## src/rtl/slider_movegen.sv

```systemverilog
// ============================================================================
// Module   : slider_movegen
// Purpose  : Sliding/stepping move generator. It walks the enabled ray
//            directions from a source square on an SDRAM board and records
//            each legal target. It then writes one complete successor board
//            per target into a packed destination area.
// Revision : 1.0 - initial release
// ============================================================================
`default_nettype none

module slider_movegen #(
  parameter logic [7:0] DIR_MASK   = 8'hFF,
  parameter int         MAX_STEPS  = 7,
  parameter int         MAX_BOARDS = 27
) (
  input  logic        clk,
  input  logic        rst_n,
  output logic        slave_waitrequest,
  input  logic [3:0]  slave_address,
  input  logic        slave_read,
  output logic [31:0] slave_readdata,
  input  logic        slave_write,
  input  logic [31:0] slave_writedata,
  input  logic        master_waitrequest,
  output logic [31:0] master_address,
  output logic        master_read,
  input  logic [31:0] master_readdata,
  input  logic        master_readdatavalid,
  output logic        master_write,
  output logic [31:0] master_writedata
);

  localparam int            CW        = $clog2(MAX_BOARDS + 1);
  localparam int            LW        = (MAX_BOARDS > 1) ? $clog2(MAX_BOARDS) : 1;
  localparam logic [3:0]    MAX_K     = 4'(MAX_STEPS);
  localparam logic [CW-1:0] LIST_FULL = CW'(MAX_BOARDS);

  typedef enum logic [3:0] {
    S_IDLE, S_RD_SRC, S_WT_SRC, S_NEXT_DIR, S_STEP, S_RD_DST, S_WT_DST,
    S_EVAL, S_CP_INIT, S_CP_RD, S_CP_WT, S_CP_WR, S_DONE
  } state_t;

  state_t        state_q;
  logic [31:0]   src_base_q, dst_base_q;
  logic [2:0]    src_x_q, src_y_q;
  logic [7:0]    src_piece_q, tgt_piece_q;
  logic [2:0]    dir_q;
  logic [3:0]    dir_scan_q;          // next direction index still to be considered (0..8)
  logic [3:0]    k_q;
  logic [3:0]    cur_x_q, cur_y_q;    // two's complement, so -1 and 8 both show up as bit 3 set
  logic [5:0]    list_q [MAX_BOARDS];
  logic [CW-1:0] count_q, n_q;
  logic [5:0]    i_q;
  logic [31:0]   rdata_q, addr_q, wdata_q;
  logic          read_q, write_q;

  logic          busy;
  logic [1:0]    status;
  logic [5:0]    src_sq, cur_sq;
  logic          scan_hit;
  logic [2:0]    scan_dir;
  logic [7:0]    rd_piece;
  logic [23:0]   unused_rd_bits;

  assign busy              = (state_q != S_IDLE) && (state_q != S_DONE);
  assign status            = (state_q == S_IDLE) ? 2'd0 : (state_q == S_DONE) ? 2'd2 : 2'd1;
  assign src_sq            = {src_y_q, src_x_q};
  assign cur_sq            = {cur_y_q[2:0], cur_x_q[2:0]};
  assign rd_piece          = master_readdata[7:0];
  assign unused_rd_bits    = master_readdata[31:8];

  assign slave_waitrequest = slave_write & busy;
  assign slave_readdata    = rdata_q;
  assign master_address    = addr_q;
  assign master_read       = read_q;
  assign master_write      = write_q;
  assign master_writedata  = wdata_q;

  function automatic logic [3:0] delta_x(input logic [2:0] d);
    case (d)
      3'd1, 3'd2, 3'd3: delta_x = 4'd1;
      3'd5, 3'd6, 3'd7: delta_x = 4'hF;
      default:          delta_x = 4'd0;
    endcase
  endfunction

  function automatic logic [3:0] delta_y(input logic [2:0] d);
    case (d)
      3'd7, 3'd0, 3'd1: delta_y = 4'd1;
      3'd3, 3'd4, 3'd5: delta_y = 4'hF;
      default:          delta_y = 4'd0;
    endcase
  endfunction

  function automatic logic [31:0] sq_addr(input logic [31:0] base, input logic [5:0] sq);
    return base + {24'd0, sq, 2'b00};
  endfunction

  function automatic logic [31:0] sext(input logic [7:0] p);
    return {{24{p[7]}}, p};
  endfunction

  // Lowest enabled direction at or above the scan pointer (descending loop so the lowest wins).
  always_comb begin
    scan_hit = 1'b0;
    scan_dir = 3'd0;
    for (int d = 7; d >= 0; d--) begin
      if (DIR_MASK[d] && (4'(d) >= dir_scan_q)) begin
        scan_hit = 1'b1;
        scan_dir = 3'(d);
      end
    end
  end

  // Register file, ray walk, board copy and Avalon master handshakes.
  always_ff @(posedge clk or negedge rst_n) begin
    if (!rst_n) begin
      state_q     <= S_IDLE;
      src_base_q  <= '0;
      dst_base_q  <= '0;
      src_x_q     <= '0;
      src_y_q     <= '0;
      src_piece_q <= '0;
      tgt_piece_q <= '0;
      dir_q       <= '0;
      dir_scan_q  <= '0;
      k_q         <= '0;
      cur_x_q     <= '0;
      cur_y_q     <= '0;
      count_q     <= '0;
      n_q         <= '0;
      i_q         <= '0;
      rdata_q     <= '0;
      addr_q      <= '0;
      wdata_q     <= '0;
      read_q      <= 1'b0;
      write_q     <= 1'b0;
      for (int e = 0; e < MAX_BOARDS; e++) list_q[e] <= '0;
    end else begin
      if (slave_read) begin
        case (slave_address)
          4'd0:    rdata_q <= {30'd0, status};
          4'd5:    rdata_q <= 32'(count_q);
          4'd6:    rdata_q <= {24'd0, DIR_MASK};
          default: rdata_q <= '0;
        endcase
      end

      // Configuration writes land only when not busy; a busy write is held off by waitrequest.
      if (slave_write && !busy) begin
        case (slave_address)
          4'd1:    src_base_q <= slave_writedata;
          4'd2:    dst_base_q <= slave_writedata;
          4'd3:    src_x_q    <= slave_writedata[2:0];
          4'd4:    src_y_q    <= slave_writedata[2:0];
          default: ;
        endcase
      end

      case (state_q)
        S_IDLE: begin
          if (slave_write && (slave_address == 4'd0)) begin
            count_q <= '0;
            read_q  <= 1'b1;
            addr_q  <= sq_addr(src_base_q, src_sq);
            state_q <= S_RD_SRC;
          end
        end
        S_RD_SRC: begin
          if (!master_waitrequest) begin
            read_q  <= 1'b0;
            state_q <= S_WT_SRC;
          end
        end
        S_WT_SRC: begin
          if (master_readdatavalid) begin
            src_piece_q <= rd_piece;
            dir_scan_q  <= '0;
            state_q     <= (rd_piece == 8'd0) ? S_DONE : S_NEXT_DIR;
          end
        end
        S_NEXT_DIR: begin
          if (scan_hit) begin
            dir_q      <= scan_dir;
            dir_scan_q <= {1'b0, scan_dir} + 4'd1;
            k_q        <= 4'd1;
            cur_x_q    <= {1'b0, src_x_q} + delta_x(scan_dir);
            cur_y_q    <= {1'b0, src_y_q} + delta_y(scan_dir);
            state_q    <= S_STEP;
          end else begin
            state_q    <= S_CP_INIT;
          end
        end
        S_STEP: begin
          if (cur_x_q[3] || cur_y_q[3]) begin
            state_q <= S_NEXT_DIR;
          end else begin
            read_q  <= 1'b1;
            addr_q  <= sq_addr(src_base_q, cur_sq);
            state_q <= S_RD_DST;
          end
        end
        S_RD_DST: begin
          if (!master_waitrequest) begin
            read_q  <= 1'b0;
            state_q <= S_WT_DST;
          end
        end
        S_WT_DST: begin
          if (master_readdatavalid) begin
            tgt_piece_q <= rd_piece;
            state_q     <= S_EVAL;
          end
        end
        S_EVAL: begin
          if ((tgt_piece_q != 8'd0) && (tgt_piece_q[7] == src_piece_q[7])) begin
            state_q <= S_NEXT_DIR;
          end else if (count_q == LIST_FULL) begin
            state_q <= S_CP_INIT;
          end else begin
            list_q[count_q[LW-1:0]] <= cur_sq;
            count_q                 <= count_q + CW'(1);
            if ((tgt_piece_q != 8'd0) || (k_q >= MAX_K)) begin
              state_q <= S_NEXT_DIR;
            end else begin
              k_q     <= k_q + 4'd1;
              cur_x_q <= cur_x_q + delta_x(dir_q);
              cur_y_q <= cur_y_q + delta_y(dir_q);
              state_q <= S_STEP;
            end
          end
        end
        S_CP_INIT: begin
          n_q <= '0;
          i_q <= '0;
          if (count_q == '0) begin
            state_q <= S_DONE;
          end else begin
            read_q  <= 1'b1;
            addr_q  <= sq_addr(src_base_q, 6'd0);
            state_q <= S_CP_RD;
          end
        end
        S_CP_RD: begin
          if (!master_waitrequest) begin
            read_q  <= 1'b0;
            state_q <= S_CP_WT;
          end
        end
        S_CP_WT: begin
          if (master_readdatavalid) begin
            write_q <= 1'b1;
            addr_q  <= dst_base_q + (32'(n_q) << 8) + {24'd0, i_q, 2'b00};
            if (i_q == list_q[n_q[LW-1:0]]) wdata_q <= sext(src_piece_q);
            else if (i_q == src_sq)         wdata_q <= '0;
            else                            wdata_q <= sext(rd_piece);
            state_q <= S_CP_WR;
          end
        end
        S_CP_WR: begin
          if (!master_waitrequest) begin
            write_q <= 1'b0;
            if (i_q == 6'd63) begin
              if (n_q == count_q - CW'(1)) begin
                state_q <= S_DONE;
              end else begin
                n_q     <= n_q + CW'(1);
                i_q     <= '0;
                read_q  <= 1'b1;
                addr_q  <= sq_addr(src_base_q, 6'd0);
                state_q <= S_CP_RD;
              end
            end else begin
              i_q     <= i_q + 6'd1;
              read_q  <= 1'b1;
              addr_q  <= sq_addr(src_base_q, i_q + 6'd1);
              state_q <= S_CP_RD;
            end
          end
        end
        S_DONE: begin
          // Reading status acknowledges completion.
          if (slave_read && (slave_address == 4'd0)) state_q <= S_IDLE;
        end
        default: state_q <= S_IDLE;
      endcase
    end
  end

endmodule

`default_nettype wire

```

## config.mk

```make
export PLATFORM = sky130hd
export DESIGN_NAME = slider_movegen
export DESIGN_NICKNAME = d
export VERILOG_FILES = /design/src/rtl/slider_movegen.sv
export SDC_FILE = /design/constraint.sdc
export NUM_CORES = 1
export LEC_CHECK = 0
export CAP_MARGIN = 20
export CORE_MARGIN = 1.5
export CORE_UTILIZATION = 55
export CTS_BUF_LIST = sky130_fd_sc_hd__clkbuf_8
export CTS_CLUSTER_DIAMETER = 80
export DETAILED_ROUTE_END_ITERATION = 8
export GPL_TIMING_DRIVEN = 0
export PLACE_DENSITY = 0.77
export REMOVE_ABC_BUFFERS = 1
export SLEW_MARGIN = 5
export SYNTH_ARGS = -nofsm -noshare
export SYNTH_HDL_FRONTEND = slang
export SYNTH_SLANG_ARGS = --single-unit
```

## constraint.sdc

```tcl
create_clock -name clk -period 6.55 [get_ports clk]
set_clock_uncertainty 0.05 [all_clocks]
set_input_delay 0.9825 -clock clk [delete_from_list [all_inputs] [get_ports clk]]
set_output_delay 0.9825 -clock clk [all_outputs]
set_load 0.005 [all_outputs]
```

* After elaboration in Yosys (flattened, before gate mapping)
Index checks and enable logic that the tools add are counted.
Storage, ports and cells: register bits after elaboration 385, memory bits (read-only) 0, input bits 74, latch bits 0, output and inout port bits 99, memory bits (writable) 0, memories 0
Cells by class: $add $sub $neg 15, bitwise operators 5, shift-type cells 0, order comparisons 12, multipliers 0, reductions and logical operators 51, equality and inequality tests 58, muxes and demuxes 110, divide/modulo/power cells 0
Operator list (number):
- 2-to-1 mux 32 bit | 9
- bitwise mux 162 bit | 1
- 2-to-1 mux 4 bit | 40
- case mux 32 bit (5 select lines) | 1
- adder 32 x 8 -> 32 bit | 4
- case mux 4 bit (2 select lines) | 8
- case mux 4 bit (13 select lines) | 1
- 2-to-1 mux 3 bit | 12
- 2-to-1 mux 6 bit | 6
- adder 32 x 13 -> 32 bit | 1
- != test 2 bit, second input constant | 16
- binary-select mux 6 bit (select 5 bit) | 1
- demux 6 bit (select 5 bit) | 1
- 2-to-1 mux 5 bit | 6
- equality test 4 x 3 -> 1 bit, second input constant | 7
- OR reduction 3 bit | 9
- equality test 3 bit, second input constant | 8
- case mux 8 bit (3 select lines) | 1
- equality test 4 bit, second input constant | 5
- case mux 5 bit (2 select lines) | 2
- equality test 4 x 2 -> 1 bit, second input constant | 4
- greater-or-equal comparator 3 x 4 -> 1 bit, first input constant | 4
- 2-to-1 mux 1 bit | 16
- AND reduction 2 bit | 8
- other kinds (46) | 80

* Logic depth before layout (Yosys ltp)
Gate-level depths: netlist (run 1).
depth in word-level cells 17, depth in mapped cells 16, gate-level depth less buffers 14

* Worst setup path after synthesis (run 1)
Ideal clock, no wire load.
kind reg-to-reg, start reg state_q[1], end reg addr_q[22], in the netlist master_address[22], path buffers 2, period minus slack after synthesis 3.803 ns, data arrival time 3.627 ns, slack 2.747 ns, cell stages (with the launch flop) 16, cell sequence dfrtp_1 -> clkbuf_1 -> clkinv_1 -> nand2_1 -> nor2_1 -> mux2_2 -> ha_1 -> fa_1 -> a21o_1 -> a21oi_1 -> o21a_1 -> clkbuf_1 -> nor2_1 -> a21oi_1 -> o31ai_1 -> o32a_1
On the way: longest elaborated chain between the ends 3, elaborated cells between the ends (all ways) 14, classes of those cells eq/ne (10); mux (1); reduce/logical (3)
Ends and longest elaborated chain:
- start: declaration | RTL line 43 | state_t state_q;
- start signal: assignment | RTL line 179 | state_q <= (rd_piece == 8'd0) ? S_DONE : S_NEXT_DIR;
- equality test 4 bit (tied with other cells) | RTL line 160 | case (state_q)
- != test 3 bit (no source line) (tied with other cells)
- AND reduction 7 bit (no source line)
- end signal: assignment | RTL line 165 | addr_q <= sq_addr(src_base_q, src_sq);
- end signal: assignment | RTL line 199 | addr_q <= sq_addr(src_base_q, cur_sq);
- end signal: assignment | RTL line 240 | addr_q <= sq_addr(src_base_q, 6'd0);
- end: declaration | RTL line 54 | logic [31:0] rdata_q, addr_q, wdata_q;
Parallel ways exist; a longest one is shown, timed or not. A chain may end at the register's enable or synchronous reset.

* Final worst setup path (run 1)
start reg state_q[1], end reg addr_q[26], in the netlist master_address[26]
Same word-level chain as after synthesis.

==> impl_metrics.ini, run 1 <==
[drt]
drtAntennaViolNets = 0
wire_per_inst_um = 21.2
drt-total-wl_um = 50600
drt_iter0_drc = 1366
dr.pass1.iters = 6
vias = 14900
drc_errors = 0
via_per_inst = 6.27

[critical_path]
cp-end-kind = flop
start_kind = flop
r2r-end = master_address[26]
crit_type = reg -> reg
reg2reg_from = state_q[1]
crit_arrival_ns = 6.48
worst_r2r_path_depth = 14
startpoint = state_q[1]
endpoint = master_address[26]
required_ns = 7.03
regToRegSetupSlack_ns = 0.55
crit_fanout = 28

[floorplan]
die_width_um = 191
start_util_pct = 55.9
die_h_um = 191
die-area_um2 = 36300
core_um2 = 34600
row_count = 68
num_io_pins = 173

[grt]
antenna_found_initial = 0
gr-total-overflow = 0
grt_max_degree = 127
grt_pass1_vias = 15000
grt_pass1_wl_um = 81100
track_usage_pct = 28.6

[placement]
dp_cells = 2277
dpl.hpwl_um = 35300
portBuffers = 124
gp_congestion = 0.928
place_area_um2 = 20700

[cells_and_area]
area_growth_pct = 13.5
nNetsFinal = 2012
final_common_cell = dfrtp_1
final_cell_mix = dfrtp_1, mux2_2, nand2_1
layoutNonFillerInstCount = 2383
drive_above_1_share_pct = 20.5
final_cell_area_um2 = 22000

[cts]
cts_tree = yes
clkTransAtPathRegs_ns = 0.06
cts_resized = 0
cts_root_buf = clkbuf_8
hold_buffers = 0
cts_made_buffers = 55
cts.sinks = 335
cts.htree.levels = 2
clock_latency_ns = 0.68
post_cts_buffers = 0
clk_path_buf_depth = 3

[logic_synthesis]
synth.distinct_cells = 77
async_reset_ff_share_pct = 100
syn_area_per_cell_um2 = 10.6
synth_edf_count = 0
syn_inst = 1822
synth_area_um2 = 19400
ys_dominant_reg_cell = dfrtp_1
ys_seq_elements = 335
ys_warn_count = 0
yosysSeqAreaShare_pct = 43.3

[pwr]
pwr-share-clk_pct = 23.5
power_mw = 8.23
powerDensity_nw_per_um2 = 374
p_int_mw = 5.01
switching_share_pct = 39.1
ir_drop_v = 0.000215
p_sw_mw = 3.22
combPwrFrac_pct = 37.4
cellLeakagePower_nw = 9.69
sequentialPowerShare_pct = 39.2

[timing]
hold_violations = 0
final_max_slew_viol_count = 0
rsz0062_at_grt = false
fin_crit_ns = 6.00
post-route-period-util_pct = 91.6
relSlewSlack_pct = 22.6
worst_pin_slew_ns = 1.16
clock.fmax_mhz = 167
setup_viol = 0

[min_path]
hold_path_class = in -> async

[outcome]
outcome = finished clean

[flow_run]
maxCapViolations = 0
## metrics by stage
stage	setup TNS [ns]	utilization, %	setup slack, ns	hold slack, ns
after detailed placement	0	59.8	0.826	0.420
final	0	63.4	0.552	0.319
after CTS	0	63.3	0.784	0.315
after global placement	-3255.83	59.0	-9.56	0.416
after floorplan	0	-	1.81	0.411
after global routing	0	63.4	0.359	0.350
## final cells by class
type	instances	area (um2)
clock inverters	28	170
diodes	1	2.50
multi-input cells	1297	10100
flip-flops and latches	335	8390
well taps	455	569
repair buffers	142	1570
clock buffers	74	1020
fillers	2698	12700
inverters	51	191
## Yosys cell counts (5+ instances only)
cell,number,share of area (%)
dfrtp_1,335,43
mux2_2,249,14
nand2_1,147,2.9
nor2_1,112,2.2
o21ai_0,101,2.6
clkbuf_1,93,1.8
a21oi_1,73,1.9
buf_4,53,2.1
xnor2_1,53,2.4
ha_1,49,3.2
inv_1,49,0.95
nand3_1,47,1.2
xor2_1,43,1.9
mux4_2,29,3.4
mux2i_1,26,1.3
nor3_1,24,0.62
a211oi_1,20,0.78
o22ai_1,20,0.65
and3_1,19,0.61
nor4_1,18,0.58
a21o_1,16,0.62
nor2b_1,16,0.52
o211ai_1,15,0.58
nand4_1,13,0.42
a221oi_1,10,0.45
a31oi_1,10,0.32
nand2b_1,10,0.32
o311ai_0,9,0.41
or3_1,9,0.29
nor3b_1,8,0.31
o311ai_1,8,0.36
a22o_1,7,0.32
buf_2,7,0.18
fa_1,7,0.72
o31ai_1,7,0.27
buf_1,6,0.12
nand3b_1,6,0.23
o21a_1,6,0.23
and2_1,5,0.16
mux4_1,5,0.68
or2_2,5,0.16
or4_1,5,0.19
## sequential cells by signal, indices dropped and copies added (netlist names), 6 cells and up
register	cells
dst_base_q	32
i_q	6
list_q	162
master_address	32
master_writedata	8
slave_readdata	6
src_base_q	32
src_piece_q	8
tgt_piece_q	8
## routing by layer
metal	vias up	GRT usage, %	routed length, um
met5	-	0	0
met4	0	12.3	1600
met3	126	5.26	3920
met2	634	45.6	23800
met1	7479	38.5	21300
li1	6693	-	-
## worst min path at each step
stage                                  from  depth (start not counted)                end
final                                 rst_n                          1         list_q[86]
after floorplan                      k_q[3]                          2             k_q[3]
after global routing                  rst_n                          1         list_q[74]
after global placement    master_address[7]                          2  master_address[7]
after CTS                             rst_n                          1         cur_y_q[2]
after detailed placement  master_address[0]                          2  master_address[0]
## power by group through the flow
stage	registers, mW	logic (mW)	clock network, mW
after CTS	3.24	2.96	1.96
after global routing	3.29	3.39	2.05
after floorplan	3.04	1.85	0
final	3.22	3.07	1.93
after detailed placement	3.28	2.94	0
after global placement	3.28	2.75	0
## cell families (layout without fill, tap and decap cells)
family,Yosys count,in the layout,synth area share (%)
and+or+nand+nor,455,455,11.2
AOI/OAI and AO/OA,356,356,11.9
DFF,335,335,43.3
muxes,309,309,19.9
buffers and inverters,213,295,5.31
xor gates and xnor gates,97,97,4.46
adders and majority gates,56,56,3.89
other,1,25,0.0194
## critical path, stage by stage (launching register included)
cell and delay [ns]:
dfrtp_1 1.04, clkinv_1 0.92, nand2_1 0.56, nor2_1 0.22, mux2_2 0.33, ha_1 0.21, fa_1 0.40, a21o_1 0.17
a21oi_1 0.28, o21a_1 0.54, nor2_1 0.18, nor4b_1 0.20, o22ai_1 0.27, o221ai_1 0.20, mux2_2 0.31
(Power assumes the default switching activity.)
==> run 2, diff against run 1 <==
GPL_TIMING_DRIVEN = default   (was 0)
REMOVE_ABC_BUFFERS = default   (was 1)
==> impl_metrics.ini, run 2 (same netlist as run 1, synthesis figures left out) <==
[cts]
cts.htree.levels = 2
hold_buffers = 0
cts_made_buffers = 57
cts.sinks = 335
clock_latency_ns = 0.68
cts_tree = yes
clkTransAtPathRegs_ns = 0.06
cts_resized = 0
clk_path_buf_depth = 3
post_cts_buffers = 0
cts_root_buf = clkbuf_8

[timing]
post-route-period-util_pct = 73.0
fin_ws_ns = 1.77
fin_crit_ns = 4.78
rsz0062_at_grt = false
worst_pin_slew_ns = 1.19
hold_violations = 0
clock.fmax_mhz = 209
final_max_slew_viol_count = 0
hold-worst-slack_ns = 0.316
fin_tns_setup_ns = 0
relSlewSlack_pct = 20.8
setup_viol = 0

[critical_path]
slowest_stage = inv_1
cp_num_buf_inv = 3
crit_chain = buf_4 -> inv_1 -> nand2_1 -> nor2_1 -> mux2_2 -> ha_1 -> fa_1 -> a21o_1 -> a21oi_1 -> o21a_1 -> buf_4 -> nor2_1 -> nor4b_1 -> o22ai_1 -> o221ai_1 -> mux2_2
cp-end-kind = flop
crit_arrival_ns = 5.27
start_kind = flop
required_ns = 7.04
crit_fanout = 36
crit_family = simple AND/OR/NAND/NOR gates
max_stage_delay_ns = 0.45
crit_type = reg -> reg

[floorplan]
core_um2 = 34600
num_io_pins = 173
die_width_um = 191
row_count = 68
start_util_pct = 55.9
die-area_um2 = 36300
die_h_um = 191

[drt]
drt_iter0_drc = 1400
drc_errors = 0
drtAntennaViolNets = 0
drt-total-wl_um = 51400
wire_per_inst_um = 21.5
via_per_inst = 6.26
vias = 15000
dr.pass1.iters = 5

[pwr]
cellLeakagePower_nw = 9.70
ir_drop_v = 0.000200
power_mw = 8.32
powerDensity_nw_per_um2 = 379

[placement]
dpl.hpwl_um = 35200
portBuffers = 124
gp_congestion = 0.935
place_ws_ns = 1.86
dp_cells = 2284
place_area_um2 = 20600

[cells_and_area]
nNetsFinal = 2021
largest_register_ffs = 162
multi_input_area_um2 = 10100
post-route-util_pct = 63.4
seq_area_um2 = 8380
final_cell_mix = dfrtp_1, mux2_2, nand2_1
n_antenna_cell = 0
area_growth_pct = 13.4
fill_cells = 2692
final_common_cell = dfrtp_1
drive_above_1_share_pct = 20.9
layoutNonFillerInstCount = 2389
final_cell_area_um2 = 22000
largest_register = list_q

[grt]
grt_pass1_vias = 14700
gr-total-overflow = 0
grt_pass1_wl_um = 81400
grt_max_degree = 117
track_usage_pct = 28.9
antenna_found_initial = 1

[min_path]
hold_path_class = in -> async

[flow_run]
maxCapViolations = 0

[outcome]
outcome = finished clean
==> run 2: changes by cell type in the layout (fill, tap and decap cells not counted), sizes merged <==
cell / previous run / this run
buf: 19 / 26
bufinv: 1 / 3
clkbuf: 74 / 76
clkinv: 7 / 10
diode: 1 / 0
inv: 70 / 63
==> run 2: area by class of cell <==
class,count,area share [%]
Tap cell,455,2.59
Sequential cell,335,38.2
Multi-Input combinational cell,1297,45.8
Timing Repair Buffer,149,6.80
Clock buffer,76,4.76
Clock inverter,26,0.974
Inverter,51,0.872
==> run 2: per-layer routing <==
layer	vias up	track usage [%]	wire length (um)
li1	6691	-	-
met1	7413	39.1	21500
met2	688	45.4	23800
met3	159	5.50	4180
met4	0	12.8	1960
met5	-	0	0
==> run 2: power by group <==
part | total, mW | switching (mW) | leakage, nW | internal, mW
clock network | 2.04 | 0.881 | 0.700 | 1.16
registers | 3.19 | 0.674 | 4.50 | 2.51
logic | 3.10 | 1.67 | 4.51 | 1.43
total | 8.32 | 3.22 | 9.70 | 5.10
==> run 2: path summary, 6_finish.rpt <==
path                       slack [ns]            endpoint  cells past startpoint         startpoint
setup / recovery                 1.77  master_address[26]                     16         state_q[0]
min in group clk                 0.43   master_address[8]                      2  master_address[8]
hold reg to reg                  0.43   master_address[8]                      2  master_address[8]
max in group asynchronous        4.55              n_q[0]                      2              rst_n
hold / removal                   0.32      dst_base_q[18]                      1              rst_n
setup reg to reg                 1.77  master_address[26]                     16         state_q[0]
